<file path="src/rtl/helios_pkg.sv">
// Shared definitions for the Union-Find decoder vertex units: controller stage
// codes and the default vertex address width.
package helios_pkg;

  localparam int STAGE_WIDTH   = 3;
  localparam int ADDRESS_WIDTH = 15;

  localparam logic [STAGE_WIDTH-1:0] STAGE_IDLE                = 3'd0;
  localparam logic [STAGE_WIDTH-1:0] STAGE_GROW_BOUNDARY       = 3'd1;
  localparam logic [STAGE_WIDTH-1:0] STAGE_MERGE               = 3'd2;
  localparam logic [STAGE_WIDTH-1:0] STAGE_SYNC_IS_ODD_CLUSTER = 3'd3;
  localparam logic [STAGE_WIDTH-1:0] STAGE_MEASUREMENT_LOADING = 3'd4;

endpackage

</file>
<file path="src/rtl/helios_processing_unit_min_root_tree.sv">
// Combinational minimum over the valid entries of a packed address vector,
// built as a balanced binary tree; any_valid flags that at least one entry counted.
module min_root_tree #(
  parameter int N     = 4,
  parameter int WIDTH = 15
) (
  input  logic [N-1:0]       valid,
  input  logic [N*WIDTH-1:0] addr,
  output logic [WIDTH-1:0]   min_addr,
  output logic               any_valid
);

  if (N == 1) begin : g_leaf
    assign min_addr  = addr;
    assign any_valid = valid[0];
  end else begin : g_node
    localparam int NL = N / 2;
    localparam int NH = N - NL;

    logic [WIDTH-1:0] lo_min_s;
    logic [WIDTH-1:0] hi_min_s;
    logic             lo_valid_s;
    logic             hi_valid_s;

    min_root_tree #(.N(NL), .WIDTH(WIDTH)) u_lo (
      .valid     (valid[NL-1:0]),
      .addr      (addr[NL*WIDTH-1:0]),
      .min_addr  (lo_min_s),
      .any_valid (lo_valid_s)
    );

    min_root_tree #(.N(NH), .WIDTH(WIDTH)) u_hi (
      .valid     (valid[N-1:NL]),
      .addr      (addr[N*WIDTH-1:NL*WIDTH]),
      .min_addr  (hi_min_s),
      .any_valid (hi_valid_s)
    );

    // Pick the smaller half-result, ignoring a half with no valid entry.
    always_comb begin
      if (lo_valid_s && hi_valid_s) begin
        min_addr = (hi_min_s < lo_min_s) ? hi_min_s : lo_min_s;
      end else if (lo_valid_s) begin
        min_addr = lo_min_s;
      end else begin
        min_addr = hi_min_s;
      end
    end

    assign any_valid = lo_valid_s | hi_valid_s;
  end

endmodule

</file>
<file path="src/rtl/helios_processing_unit.sv">
// One Union-Find decoding-graph vertex: holds cluster root and odd flag, pulses
// link growth, merges by min-root propagation and reports busy for convergence.
module helios_processing_unit #(
  parameter int                       ADDRESS_WIDTH  = helios_pkg::ADDRESS_WIDTH,
  parameter int                       NEIGHBOR_COUNT = 4,
  parameter logic [ADDRESS_WIDTH-1:0] ADDRESS        = {ADDRESS_WIDTH{1'b0}},
  parameter int                       STAGE_WIDTH    = helios_pkg::STAGE_WIDTH
) (
  input  logic                                     clk,
  input  logic                                     reset_n,
  input  logic [STAGE_WIDTH-1:0]                   stage,
  input  logic                                     measurement,
  input  logic [NEIGHBOR_COUNT-1:0]                neighbor_fully_grown,
  input  logic [NEIGHBOR_COUNT*ADDRESS_WIDTH-1:0]  neighbor_old_root_in,
  input  logic [NEIGHBOR_COUNT-1:0]                neighbor_is_odd_cluster,
  output logic [NEIGHBOR_COUNT-1:0]                neighbor_increase,
  output logic [ADDRESS_WIDTH-1:0]                 old_root_out,
  output logic [ADDRESS_WIDTH-1:0]                 root,
  output logic                                     is_odd_cluster,
  output logic                                     busy
);

  import helios_pkg::*;

  logic [ADDRESS_WIDTH-1:0]  root_q, root_d;
  logic [ADDRESS_WIDTH-1:0]  old_root_q, old_root_d;
  logic                      odd_q, odd_d;
  logic                      parity_q, parity_d;
  logic [NEIGHBOR_COUNT-1:0] inc_q, inc_d;
  logic                      busy_q, busy_d;
  logic [STAGE_WIDTH-1:0]    prev_stage_q, prev_stage_d;

  logic [ADDRESS_WIDTH-1:0]  cand_s;
  logic                      cand_valid_s;
  logic                      stage_entry_s;
  logic                      sync_odd_s;

  min_root_tree #(.N(NEIGHBOR_COUNT), .WIDTH(ADDRESS_WIDTH)) u_min_root_tree (
    .valid     (neighbor_fully_grown),
    .addr      (neighbor_old_root_in),
    .min_addr  (cand_s),
    .any_valid (cand_valid_s)
  );

  assign stage_entry_s = (stage != prev_stage_q);
  // A vertex whose root is still itself carries its own syndrome parity into the cluster.
  assign sync_odd_s = (parity_q & (root_q == ADDRESS)) |
                      (|(neighbor_fully_grown & neighbor_is_odd_cluster));

  // Next-state logic for the selected controller stage; reserved codes behave as idle.
  always_comb begin
    root_d       = root_q;
    odd_d        = odd_q;
    parity_d     = parity_q;
    inc_d        = {NEIGHBOR_COUNT{1'b0}};
    busy_d       = 1'b0;
    old_root_d   = root_q;
    prev_stage_d = stage;
    case (stage)
      STAGE_WIDTH'(STAGE_MEASUREMENT_LOADING): begin
        root_d   = ADDRESS;
        parity_d = measurement;
        odd_d    = measurement;
      end
      STAGE_WIDTH'(STAGE_GROW_BOUNDARY): begin
        if (stage_entry_s) begin
          inc_d = {NEIGHBOR_COUNT{odd_q}} & ~neighbor_fully_grown;
        end else begin
          inc_d = {NEIGHBOR_COUNT{1'b0}};
        end
      end
      STAGE_WIDTH'(STAGE_MERGE): begin
        if (cand_valid_s && (cand_s < root_q)) begin
          root_d = cand_s;
          busy_d = 1'b1;
        end else begin
          busy_d = 1'b0;
        end
      end
      STAGE_WIDTH'(STAGE_SYNC_IS_ODD_CLUSTER): begin
        odd_d  = sync_odd_s;
        busy_d = (sync_odd_s != odd_q);
      end
      default: begin
        busy_d = 1'b0;
      end
    endcase
  end

  // State registers with asynchronous reset to the vertex's own address.
  always_ff @(posedge clk or negedge reset_n) begin
    if (!reset_n) begin
      root_q       <= ADDRESS;
      old_root_q   <= ADDRESS;
      odd_q        <= 1'b0;
      parity_q     <= 1'b0;
      inc_q        <= {NEIGHBOR_COUNT{1'b0}};
      busy_q       <= 1'b0;
      prev_stage_q <= STAGE_WIDTH'(STAGE_IDLE);
    end else begin
      root_q       <= root_d;
      old_root_q   <= old_root_d;
      odd_q        <= odd_d;
      parity_q     <= parity_d;
      inc_q        <= inc_d;
      busy_q       <= busy_d;
      prev_stage_q <= prev_stage_d;
    end
  end

  assign neighbor_increase = inc_q;
  assign old_root_out      = old_root_q;
  assign root              = root_q;
  assign is_odd_cluster    = odd_q;
  assign busy              = busy_q;

endmodule

</file>
<file path="config.mk">
export PLATFORM = sky130hd
export DESIGN_NAME = helios_processing_unit
export DESIGN_NICKNAME = d
export VERILOG_FILES = /design/src/rtl/helios_pkg.sv /design/src/rtl/helios_processing_unit_min_root_tree.sv /design/src/rtl/helios_processing_unit.sv
export SDC_FILE = /design/constraint.sdc
export NUM_CORES = 1
export LEC_CHECK = 0
export ABC_CLOCK_PERIOD_IN_PS = 2450
export BUFFER_PORTS_ARGS = -buffer_cell sky130_fd_sc_hd__buf_2
export CELL_PAD_IN_SITES_DETAIL_PLACEMENT = 2
export CELL_PAD_IN_SITES_GLOBAL_PLACEMENT = 2
export CORE_MARGIN = 3
export CORE_UTILIZATION = 30
export CTS_BUF_LIST = sky130_fd_sc_hd__clkbuf_16
export DETAILED_ROUTE_END_ITERATION = 7
export MAX_ROUTING_LAYER = met4
export PLACE_DENSITY = 0.8
export SLEW_MARGIN = 20
export SYNTH_ARGS = -nofsm -noshare
export SYNTH_HDL_FRONTEND = slang
export SYNTH_SLANG_ARGS = --single-unit
</file>
<file path="constraint.sdc">
create_clock -name clk -period 2.45 [get_ports clk]
set_input_delay 0.735 -clock clk [delete_from_list [all_inputs] [get_ports clk]]
set_output_delay 0.735 -clock clk [all_outputs]
set_load 0.03 [all_outputs]
</file>
==> reports/metrics.yaml, run 1 <==
outcome:
  status: "aborted with a tool error"
  stop_stage: "clock tree synthesis"
  toolErrorMsg: "[ERROR DPL-0033] detailed placement checks failed during check placement."
clock_tree:
  cts_setup_buffers: 37
  cts_made_buffers: 5
  clockRootBuffer: "clkbuf_16"
  cts_buffer_depth: 2
  cts.sink_count: 40
  h-tree-depth: 2
  hold_buffers: 0
  cts_resized: 139
logic_synthesis:
  netlist_area_um2: 3470
  yosys.area.top_type_share_pct: 28.8
  synth_flop_cell: "dfrtp_1"
  async_flop_share_pct: 100
  yosysMostFrequentCell: "inv_1"
  synthTopCellsByArea: "dfrtp_1 (29%), ha_1 (20%), mux2i_1 (8.6%)"
  ys_ff_latch: 40
  seq_area_frac_synth_pct: 28.8
  synth_edf_count: 0
  yosys-top-cells-count: "inv_1 (63), ha_1 (56), dfrtp_1 (40)"
  ys_warn_count: 0
  synthCells: 380
  synth.distinct_cells: 49
  synth.avg_cell_area_um2: 9.14
  syn-num-nets: 510
  yosysTopAreaCell: "dfrtp_1"
die:
  rows: 38
  die_h_um: 114
  pin_count: 110
  die_w_um: 114
  start_util_pct: 31.3
placed_design:
  hpwl_um: 12700
  gp_congestion: 0.856
  port-buffer-count: 109
  dpl_worst_slack_ns: -4.12
cells by family after synthesis:
group           Yosys count  share of synthesized area, %
fa+ha+maj                56                          20.2
compound gates           78                          15.7
flops                    40                          28.8
simple gates             90                          13.3
mux                      45                          13.5
xor+xnor                  1                         0.252
buf+inv                  70                          8.29
metrics by stage:
| step | hold slack (ns) | instance area, um^2 | std cells |
|---|---|---|---|
| 2_1_floorplan | 0.439 | 3660 | 380 |
| 3_3_place_gp | 0.439 | 5210 | 738 |
| 3_5_place_dp | 0.430 | 5210 | 738 |
==> inputs of run 2 (changes only) <==
- CELL_PAD_IN_SITES_DETAIL_PLACEMENT: 2 -> unset
- CELL_PAD_IN_SITES_GLOBAL_PLACEMENT: 2 -> unset
- CORE_UTILIZATION: 30 -> 22
- CTS_BUF_LIST: sky130_fd_sc_hd__clkbuf_16 -> unset
- MAX_ROUTING_LAYER: met4 -> unset
- PLACE_DENSITY: 0.8 -> unset
- PLACE_DENSITY_LB_ADDON: unset -> 0.15
==> run 2 against run 1 <==
Compared with the run above: the flow now finishes, with violations (setup timing); synthesized cell count is the same; area after synthesis is the same.
==> reports/metrics.yaml, run 2 <==
outcome:
  status: "complete, but fails checks"  # was aborted with a tool error
  failed_checks: "setup timing"
global_route:
  grt-ovfl-total: 0
  grt_antenna_before_repair: 0
  grtUsageTotal_pct: 14.1
  grt_pass1_vias: 3985
  grt_pass1_wl_um: 20000
  grt_max_degree: 41
clock_tree:
  cts.sink_count: 40  # unchanged
  path_clk_slew_ns: 0.06
  h-tree-depth: 2  # unchanged
  cts_buffer_depth: 2  # unchanged
  hold_buffers: 0  # unchanged
  clockRootBuffer: "clkbuf_16"  # unchanged
  clock_latency_ns: 0.28
  cts_tree: "yes"
  cts_made_buffers: 5  # unchanged
placed_design:
  port-buffer-count: 109  # unchanged
  gp_congestion: 0.765  # was 0.856
  hpwl_um: 9940  # was 12700 um
  placed_cells: 820  # was 738
sta:
  hold_viol_final: 0
  tightest_slew_ns: 0.588
  fin_ws_ns: -3.31
  slew_headroom_pct: 60.8
  fin_crit_sh_pct: 235
  rsz0062_at_grt: "yes"
  period_needed_ns: 5.76
  setup_viol: 16
  max_freq_mhz: 174
  drv_slew: 0
  finClkSkew_ns: 0.00234
logic_synthesis:
  synthMuxAreaShare_pct: 13.5  # unchanged
  synth_edf_count: 0  # unchanged
  async_flop_share_pct: 100  # unchanged
  synth_compound_area_share_pct: 15.7  # unchanged
  synthCells: 380  # unchanged
  synthSimpleGateAreaFrac_pct: 13.3  # unchanged
  synth_flop_cell: "dfrtp_1"  # unchanged
  yosysTopAreaCell: "dfrtp_1"  # unchanged
  yosys.area.top_type_share_pct: 28.8  # unchanged
  synth_top_family_by_area: "adder cells"  # unchanged
  synthAdderAreaFrac_pct: 20.2  # unchanged
  yosysMostFrequentCell: "inv_1"  # unchanged
  synth.distinct_cells: 49  # unchanged
  ys_warn_count: 0  # unchanged
  synthTopCellsByArea: "dfrtp_1 (29%), ha_1 (20%), mux2i_1 (8.6%)"  # unchanged
  seq_area_frac_synth_pct: 28.8  # unchanged
  syn-num-nets: 510  # unchanged
  synth_xor_area_share_pct: 0.252  # unchanged
  synth.avg_cell_area_um2: 9.14  # unchanged
  yosys-top-cells-count: "inv_1 (63), ha_1 (56), dfrtp_1 (40)"  # unchanged
  ys_ff_latch: 40  # unchanged
  netlist_area_um2: 3470  # unchanged
hold_path:
  min_to: "old_root_out[0]"
  hp-class: "reg2reg"
  min_from: "root[0]"
  whs_path_depth: 0
die:
  start_util_pct: 22.7  # was 31.3%
  die_h_um: 132  # was 114 um
  die_area_um2: 17300
  pin_count: 110  # unchanged
  core_area_um2: 15300
  die_w_um: 132  # was 114 um
  rows: 45  # was 38
critical_path:
  critPathBufInv: 8
  crit_slowest_cell: "o41a_1"
  cp-end-kind: "register"
  regToRegEndpoint: "root[10]"
  cpPeakStageDelay_ns: 0.48
  crit_path_start_kind: "input port"
  cp_top_family: "compound AO/OA/AOI/OAI gates"
  r2r_cells: 11
  r2r-start: "root[4]"
  required_ns: 2.61
  worstPathMaxFanout: 8
  r2r_slack_ns: 0.20
  critPathKind: "in2reg"
  cp_data_arrival_time_ns: 5.92
final_layout:
  final_cell_mix: "buf_4 (160), buf_2 (102), inv_1 (47)"
  n_antenna_cell: 0
  final_cells: 870
  layout_commonest_cell: "buf_4"
  fin_nets: 789
  final_layout_size_suffix_gt1_share_pct: 61.5
  areaGrowthSynthToFinish_pct: 89.5
drt:
  antenna_left: 0
  drt_iter0_markers: 95
  first_pass_iters: 4
  vias: 3775
  vias_per_cell: 4.34
  wirelength_um: 12600
  drc: 0
  wl_per_cell_um: 14.5
power:
  sw_frac_of_total_pct: 38.6
  pwr-share-clk_pct: 19.1
  vdd_drop_max_mv: 0.354
  p_leak_uw: 0.00335
  totalPowerFinal_uw: 4340
  p_sw_uw: 1680
  p_int_uw: 2660
  cellPowerDensity_nw_per_um2: 660
  pwr-share-seq_pct: 21.2
  combPwrFrac_pct: 59.7
flow_run:
  timing.max_cap.violations: 0
==> run 2: worst max-delay path by stage <==
| stage | from | to | slack [ns] | depth (start not counted) |
|---|---|---|---|---|
| floorplan | neighbor_old_root_in[57] | root[12] | -3.15 | 27 |
| global placement | neighbor_old_root_in[40] | root[10] | -4.05 | 25 |
| detailed placement | neighbor_old_root_in[40] | root[9] | -4.12 | 25 |
| CTS | neighbor_old_root_in[40] | root[4] | -3.27 | 32 |
| global route | neighbor_old_root_in[40] | root[12] | -3.54 | 32 |
| finish | neighbor_old_root_in[40] | root[10] | -3.31 | 31 |
==> run 2: cell type report <==
cell class	count	area [um^2]
fillers	1566	8730
multi-input cells	270	2910
repair buffers	279	1950
flip-flops and latches	40	1000
well taps	211	264
inverters	63	262
clock buffers	5	125
clock inverters	2	60.1
==> run 2: per-stage QoR <==
step                      TNS [ns]  hold WS [ns]  setup slack [ns]  utilization (%)  cell area [um^2]
after floorplan             -48.89         0.439             -3.15                -              3660
after global placement      -64.23         0.468             -4.05             35.0              5370
after detailed placement    -65.26         0.465             -4.12             35.0              5370
after CTS                   -51.65         0.480             -3.27             40.0              6120
after global routing        -56.26         0.513             -3.54             43.0              6580
final                       -52.68         0.477             -3.31             43.0              6580
==> run 2: metal layers <==
layer  part of all wire [%]  up-vias  routed length (um)  track usage (%)
met3                    4.2       14                 530             2.11
met2                     47       92                5990             24.3
met4                    1.3        0                 161             2.92
li1                       -     1897                   -                -
met1                     47     1772                5940             18.8
met5                      0        -                   0                0
==> run 2: logic make-up after synthesis <==
| group | after synthesis |
|---|---|
| AND/OR/NAND/NOR | 90 |
| AO/OA/AOI/OAI | 78 |
| buffers and inverters | 70 |
| adder cells (fa/ha/maj) | 56 |
| multiplexers | 45 |
| flip-flops | 40 |
| XOR/XNOR | 1 |
==> run 2: timing repair <==
action | 4_1_cts | 5_1_grt
buffers inserted | 25 | 18
pin swaps | 14 | 37
setup endpoints to repair | 16 | 16
cloned | 1 | 0
gates resized for setup | 72 | 70
==> run 2: power groups by stage <==
stage,Clock [uW],Combinational (uW),Sequential (uW)
2_1_floorplan,0,811,1340
3_3_place_gp,0,2140,930
3_5_place_dp,0,2160,932
4_1_cts,844,2380,920
5_1_grt,874,2820,943
6_report,829,2590,920
(Power assumes the default switching activity.)
